==> src/rtl/regfile_param.sv <==
// regfile_param: parametrised multi-port register file.
//
// Purpose
//   NREGS x WIDTH register array with NRD combinational read ports, one
//   write port, optional write-to-read bypass, a hardwired-zero register,
//   a flag register that tracks flag_in, a sideband tap export and a clear
//   engine that zeroes the array one register per cycle.
//
// Ports
//   clk, rst       rising-edge clock, synchronous active-high reset
//   rs / rd        packed read indices / read data, port i at [i*AW +: AW] /
//                  [i*WIDTH +: WIDTH]
//   we, wa, wd     write enable, index, data
//   flag_in        hardware flag, loaded into FLAG_REG every cycle unless
//                  software writes it
//   clr_req        start a clear sweep (level, only looked at in IDLE)
//   clr_busy       sweep in progress (equal to wr_stall)
//   clr_done       one-cycle pulse after the last register is cleared
//   wr_stall       writes are currently being dropped by the sweep
//   tap_out        low TAP_W bits of TAP_REG
//   flag_out       bit 0 of FLAG_REG
//   state_dbg      clear-engine FSM state (0 IDLE, 1 CLEAR, 2 DONE)
//
// Handshake: there is no valid/ready pair here. A write is taken when
// we=1 in IDLE with wa != ZERO_REG; every other write is dropped without
// notice. wr_stall tells the writer that the drop is due to a sweep.
module regfile_param #(
  parameter int NREGS    = 16,
  parameter int WIDTH    = 32,
  parameter int NRD      = 3,
  parameter int BYPASS   = 1,
  parameter int ZERO_REG = 15,
  parameter int FLAG_REG = 13,
  parameter int TAP_REG  = 6,
  parameter int TAP_W    = 11,
  localparam int AW      = $clog2(NREGS)
) (
  input  logic                 clk,
  input  logic                 rst,
  input  logic [NRD*AW-1:0]    rs,
  output logic [NRD*WIDTH-1:0] rd,
  input  logic                 we,
  input  logic [AW-1:0]        wa,
  input  logic [WIDTH-1:0]     wd,
  input  logic                 flag_in,
  input  logic                 clr_req,
  output logic                 clr_busy,
  output logic                 clr_done,
  output logic                 wr_stall,
  output logic [TAP_W-1:0]     tap_out,
  output logic                 flag_out,
  output logic [1:0]           state_dbg
);

  typedef enum logic [1:0] {
    IDLE  = 2'd0,
    CLEAR = 2'd1,
    DONE  = 2'd2
  } state_e;

  state_e           state_q, state_d;
  logic [AW-1:0]    ptr_q, ptr_d;
  logic [WIDTH-1:0] regs_q [NREGS];
  logic [WIDTH-1:0] regs_d [NREGS];

  logic             wr_acc;
  logic             clearing;
  logic [AW-1:0]    rd_idx;
  logic [WIDTH-1:0] rd_val;

  // A ZERO_REG at or beyond NREGS never matches, which disables the feature.
  assign wr_acc   = we && (state_q == IDLE) && !rst && (int'(wa) != ZERO_REG);
  assign clearing = (state_q == CLEAR);

  // Clear-engine FSM: next state and sweep pointer.
  always_comb begin
    state_d = state_q;
    ptr_d   = ptr_q;
    unique case (state_q)
      IDLE: begin
        if (clr_req) begin
          state_d = CLEAR;
          ptr_d   = '0;
        end
      end
      CLEAR: begin
        ptr_d = ptr_q + 1'b1;
        if (ptr_q == AW'(NREGS - 1)) state_d = DONE;
      end
      DONE: begin
        // clr_req is deliberately not looked at here.
        state_d = IDLE;
      end
      default: state_d = IDLE;
    endcase
  end

  // Array next value. Priority inside one cycle: sweep slot or software
  // write (never both, writes are only taken in IDLE) over the flag_in reload.
  always_comb begin
    regs_d = regs_q;
    for (int i = 0; i < NREGS; i++) begin
      if (i == FLAG_REG) regs_d[i] = {{(WIDTH-1){1'b0}}, flag_in};
    end
    if (clearing) regs_d[ptr_q] = '0;
    if (wr_acc)   regs_d[wa]    = wd;
  end

  always_ff @(posedge clk) begin
    if (rst) begin
      state_q <= IDLE;
      ptr_q   <= '0;
      regs_q  <= '{default: '0};
    end else begin
      state_q <= state_d;
      ptr_q   <= ptr_d;
      regs_q  <= regs_d;
    end
  end

  // Combinational read ports. The zero override is applied last so it
  // also beats the bypass path.
  always_comb begin
    rd     = '0;
    rd_idx = '0;
    rd_val = '0;
    for (int i = 0; i < NRD; i++) begin
      rd_idx = rs[i*AW +: AW];
      rd_val = regs_q[rd_idx];
      if ((BYPASS != 0) && wr_acc && (wa == rd_idx)) rd_val = wd;
      if (int'(rd_idx) == ZERO_REG) rd_val = '0;
      rd[i*WIDTH +: WIDTH] = rd_val;
    end
  end

  assign clr_busy  = (state_q == CLEAR);
  assign clr_done  = (state_q == DONE);
  assign wr_stall  = clr_busy;
  assign tap_out   = regs_q[TAP_REG][TAP_W-1:0];
  assign flag_out  = regs_q[FLAG_REG][0];
  assign state_dbg = state_q;

endmodule

==> config.mk <==
export PLATFORM = sky130hd
export DESIGN_NAME = regfile_param
export DESIGN_NICKNAME = d
export VERILOG_FILES = /design/src/rtl/regfile_param.sv
export SDC_FILE = /design/constraint.sdc
export NUM_CORES = 2
export LEC_CHECK = 0
export CAP_MARGIN = 0
export CORE_ASPECT_RATIO = 1.4
export CORE_MARGIN = 5
export CORE_UTILIZATION = 62
export CTS_CLUSTER_DIAMETER = 120
export DETAILED_ROUTE_END_ITERATION = 12
export HOLD_SLACK_MARGIN = 0.1
export PLACE_DENSITY = 0.82
export SLEW_MARGIN = 15
export SYNTH_ARGS = -nofsm -noshare
export SYNTH_HDL_FRONTEND = slang
export SYNTH_SLANG_ARGS = --single-unit
==> constraint.sdc <==
create_clock -name clk -period 2.9 [get_ports clk]
set_input_delay 0.29 -clock clk [delete_from_list [all_inputs] [get_ports clk]]
set_output_delay 0.29 -clock clk [all_outputs]
set_load 0.005 [all_outputs]
# Word level (Yosys, flattened, before mapping)
# Cells that the tools add are included.
# totals
reg_bits	518
inputBits	53
output_inout_bits	113
wordCells	85
# op_classes
n_addsub	1
order_cmp	7
eq_ne	12
n_mux	27
bitwise_logic	7
reduce_logical	13
# ops
operator	count
two-way mux 512 bit	2
bitwise AND 512 bit	1
bitwise mux 512 bit	1
inverter 512 bit	1
two-way mux 32 bit	14
binary-select mux 32 bit (select 4 bit)	3
demux 32 bit (select 4 bit)	2
>= comparator 5 bit (second input constant)	5
inverter 4 -> 5 bit	5
== test 4 x 1 -> 1 bit (second input constant)	3
== test 4 bit	3
less-than comparator 5 x 1 -> 1 bit (second input constant)	2
logical AND 1 bit	8
case mux 4 bit (2 select lines)	1
adder 4 x 1 -> 4 bit (second input constant)	1
== test 4 bit (second input constant)	1
two-way mux 2 bit	2
two-way mux 4 bit	1
inequality test 4 x 1 -> 1 bit (second input constant)	1
case mux 2 bit (2 select lines)	1
AND reduction 2 bit	2
== test 2 x 1 -> 1 bit (second input constant)	1
== test 2 bit (second input constant)	1
logical NOT 2 bit	1
other kinds (4)	4

# Logic depth before layout (Yosys ltp)
# logic_depth
word_depth	10
depth_mapped	8

# Worst setup path before layout
# Ideal clock, no wire load.
# synth_timing
path_type	input port to output port
from	input rs[4]
to	output rd[32]
arrival_time_ns	1.985
required_ns	2.610
setup_slack_ns	0.625
stages	7
path_cell_list	clkbuf_1 clkbuf_1 buf_2 mux4_2 mux2_2 a21oi_1 o21ai_0
# synth_between
elab_chain_len	6
# synth_lines
element	line	text
start, declared	40	input logic [NRD*AW-1:0] rs,
inverter 4 -> 5 bit (implied by the code)	129	rd_val = regs_q[rd_idx];
binary-select mux 32 bit (select 4 bit)	129	
two-way mux 32 bit (implied by the code) (2 in series)	129	
two-way mux 32 bit	130	if ((BYPASS != 0) && wr_acc && (wa == rd_idx)) rd_val = wd;
two-way mux 32 bit (*)	131	if (int'(rd_idx) == ZERO_REG) rd_val = '0;
end, declared	41	output logic [NRD*WIDTH-1:0] rd,
# Every way passes the cells marked *; elsewhere a longest branch is shown, timed or not. The select of a mux whose other input is x is not followed.

# Final worst setup path
# layout_timing
from	register regs_q[126] in the netlist's numbering
to	output rd[62]
# layout_between
elab_chain_len	5
# layout_lines
element	line	text
start, declared	63	logic [WIDTH-1:0] regs_q [NREGS];
start signal, assigned	117	regs_q <= regs_d;
binary-select mux 32 bit (select 4 bit)	129	
two-way mux 32 bit (implied by the code) (2 in series)	129	
two-way mux 32 bit	130	
two-way mux 32 bit	131	
# No other way between the ends. The select of a mux whose other input is x is not followed.

==> flow_metrics.env <==
export IMPL_pwr_density_cell_mw_per_mm2=429
export IMPL_status="finished, violations left"
export IMPL_finalInstanceArea_mm2=0.0380
export IMPL_yosysUniqueCellTypes=46
export IMPL_core_area_mm2=0.0521
export IMPL_crit_path_end_kind="output pin"
export IMPL_p_leak_nw=13.4
export IMPL_ios=166
export IMPL_die_area_mm2=0.0575
export IMPL_avgViaCountPerCell=7.82
export IMPL_antenna_found_initial=5
export IMPL_row_count=99
export IMPL_crit_start="regs_q[126]"
export IMPL_worst_clock_skew_ns=0.0264
export IMPL_violations="setup timing"
export IMPL_synth_edff_count=0
export IMPL_p_int_mw=11.9
export IMPL_dp_cells=3962
export IMPL_start_util=0.627
export IMPL_hold_class="in2reg"
export IMPL_dp_hpwl_um=80000
export IMPL_clkTransAtPathRegs_ns=0.07
export IMPL_fin_ws_ns=-0.133
export IMPL_netlist_area_leader_share=0.317
export IMPL_ir_drop_v=0.000509
export IMPL_rsz0062_at_grt="true"
export IMPL_drc=0
export IMPL_worst_setup_path_start_kind="register"
export IMPL_sw_frac_of_total=0.267
export IMPL_cap_violations=0
export IMPL_syn_inst=3283
export IMPL_grt_remaining_overflow=0
export IMPL_synthFlopType="dfxtp_1"
export IMPL_cts_sinks=518
export IMPL_final_antenna_net_count=0
export IMPL_die_h_um=282
export IMPL_r2r_cells=6
export IMPL_vias=31906
export IMPL_power_frac_seq=0.442
export IMPL_dpl_instance_area_mm2=0.0358
export IMPL_synth_top_area_cell="dfxtp_1"
export IMPL_ctsRootBufferMaster="clkbuf_16"
export IMPL_insertion_delay_ns=0.64
export IMPL_final_layout_size_suffix_gt1_frac=0.280
export IMPL_grt_start_max_net_pins=187
export IMPL_grt_pass1_wl_um=195000
export IMPL_numCtsBuffers=50
export IMPL_synthArstFlopShare=0
export IMPL_grt_pass1_vias=32333
export IMPL_worstSetupPathType="reg2out"
export IMPL_cts_buffer_depth=3
export IMPL_max_slew_margin_rel=0.203
export IMPL_r2r_slack_ns=0.39
export IMPL_drt_pass1_iterations=7
export IMPL_grt_usage=0.451
export IMPL_final_nets=3387
export IMPL_r2r_start="state_dbg[1]"
export IMPL_netlist_area_mm2=0.0327
export IMPL_place_gp_congestion=0.973
export IMPL_worst_r2r_endpoint="regs_q[415]"
export IMPL_fmax_mhz=330
export IMPL_tns_ns=-1.74
export IMPL_worst_pin_slew_ns=1.20
export IMPL_p_sw_mw=4.35
export IMPL_fp_dieW_um=204
export IMPL_drtIter0Drc=6238
export IMPL_area_growth_pct=16.0
export IMPL_cp_max_fo=3
export IMPL_num_fill_cells=3423
export IMPL_total_power_mw=16.3
export IMPL_final_setup_viol_count=30
export IMPL_syn_avg_cell_area_um2=9.97
export IMPL_synth_seq_cells=518
export IMPL_cts_tree="built"
export IMPL_wl_per_cell_um=33.0
export IMPL_combPwrFrac=0.116
export IMPL_drv_slew=0
export IMPL_min_period_ns=3.03
export IMPL_cts_max_level=2
export IMPL_yosysWarnings=0
export IMPL_portBuffers=165
export IMPL_synth_fp_nets=3340
export IMPL_critPathArrivalTime_ns=2.74
export IMPL_wirelength_um=135000
export IMPL_pwr_share_clk=0.442
export IMPL_crit_path_end="rd[62]"
export IMPL_synthTopCellsByArea="dfxtp_1, mux4_2, nand3_1, a21oi_1, mux2i_1"
export IMPL_holdBufCountCts=0
export IMPL_hold_viol=0
export IMPL_final_cells=4080
export IMPL_min_period_over_period=1.05
export IMPL_whs_ns=0.295
export IMPL_seq_area_frac_synth=0.317
export IMPL_cp_required_ns=2.61
==> placed cells by master (no fill, tap or decap), types with 53 or more instances in the layout <==
master / count
dfxtp_1: 510
nand2_1: 468
nand3_1: 426
a21oi_1: 417
mux4_2: 384
mux2i_1: 187
buf_4: 181
a22o_1: 93
and2_1: 64
dlygate4sd2_1: 64
buf_12: 64
a21oi_2: 63
nand3_2: 61
clkdlybuf4s50_1: 59
clkbuf_16: 53
==> logic make-up (layout without fill, tap and decap cells) <==
logic type / after synthesis / in the layout / synth area share
and+or+nand+nor: 1095 / 1095 / 0.168
AOI/OAI and AO/OA: 618 / 618 / 0.113
muxes: 604 / 604 / 0.333
DFF: 518 / 518 / 0.317
buffers and inverters: 432 / 519 / 0.0639
xor gates and xnor gates: 12 / 12 / 0.00321
adders and majority gates: 4 / 4 / 0.00153
other: 0 / 3 / 0
==> state kept, by name, indices dropped and copies added (netlist names) <==
signal and cells:
ptr_q 4, state_dbg 2, flag_out 1, regs_q 500, tap_out 11
==> cells in the mapped netlist (5+ instances only) <==
library cell / number
a21oi_1: 422
nor2b_1: 8
buf_1: 60
nand3_2: 60
o21ai_0: 31
buf_12: 7
buf_2: 134
buf_4: 12
and2_1: 65
nor4_4: 5
mux2i_1: 187
a22o_1: 95
buf_6: 19
nand2_1: 470
and4_1: 5
nand3b_1: 6
mux4_2: 384
nand4_1: 10
nand3_1: 427
clkbuf_1: 196
dfxtp_1: 518
mux2_2: 33
nor2_1: 15
a21oi_2: 60
xor2_1: 10
==> cell type report <==
type	instances	area, µm²	area share
antenna	3	7.51	0.000198
clock buffer	64	1410	0.0370
clock inverter	28	353	0.00930
inverter	4	15.0	0.000396
multi-input combinational	2333	20400	0.538
sequential	518	10400	0.273
tap	707	885	0.0233
timing repair buffer	423	4470	0.118
==> worst min path at each step <==
| stage | from | slack, ns | cells past startpoint | endpoint |
|---|---|---|---|---|
| floorplan | flag_in | 0.46 | 2 | flag_out |
| global placement | regs_q[251] | 0.47 | 2 | regs_q[251] |
| detailed placement | regs_q[153] | 0.48 | 2 | regs_q[153] |
| CTS | flag_in | 0.29 | 3 | flag_out |
| global route | flag_in | 0.30 | 3 | flag_out |
| finish | flag_in | 0.30 | 3 | flag_out |
==> power groups by stage <==
stage	logic, mW	registers [mW]	clock network, mW
after floorplan	1.07	7.34	0
after global placement	1.73	7.34	0
after detailed placement	1.76	7.35	0
after CTS	1.78	7.19	7.13
after global routing	1.91	7.19	7.41
final	1.89	7.19	7.20
==> repair_timing <==
item                                    CTS  global route
gates resized for setup                  98            50
endpoints found under the setup margin   96            33
cloned                                    3             2
setup buffers                            11             7
pin swaps                                 4             5
==> critical path, stage by stage, from the launching register on <==
cell and delay [ns]:
dfxtp_2 0.33, buf_4 0.14, mux4_2 0.46, a22oi_1 0.17
and3_1 0.38, o22ai_2 0.16, clkdlybuf4s50_1 0.46
==> stage by stage <==
stage / setup WS (ns) / util
after floorplan: 0.625 / -
after global placement: -0.0530 / 0.686
after detailed placement: -0.0925 / 0.686
after CTS: -0.0933 / 0.723
after global routing: -0.146 / 0.728
final: -0.133 / 0.728
==> per-layer routing <==
metal,vias up,share of wire,GRT usage
met2,3491,0.44,0.673
met5,-,0.00067,0
met4,8,0.12,0.414
met1,14812,0.29,0.506
met3,1297,0.16,0.153
li1,12298,-,-
Power figures use the tool's default switching activity.
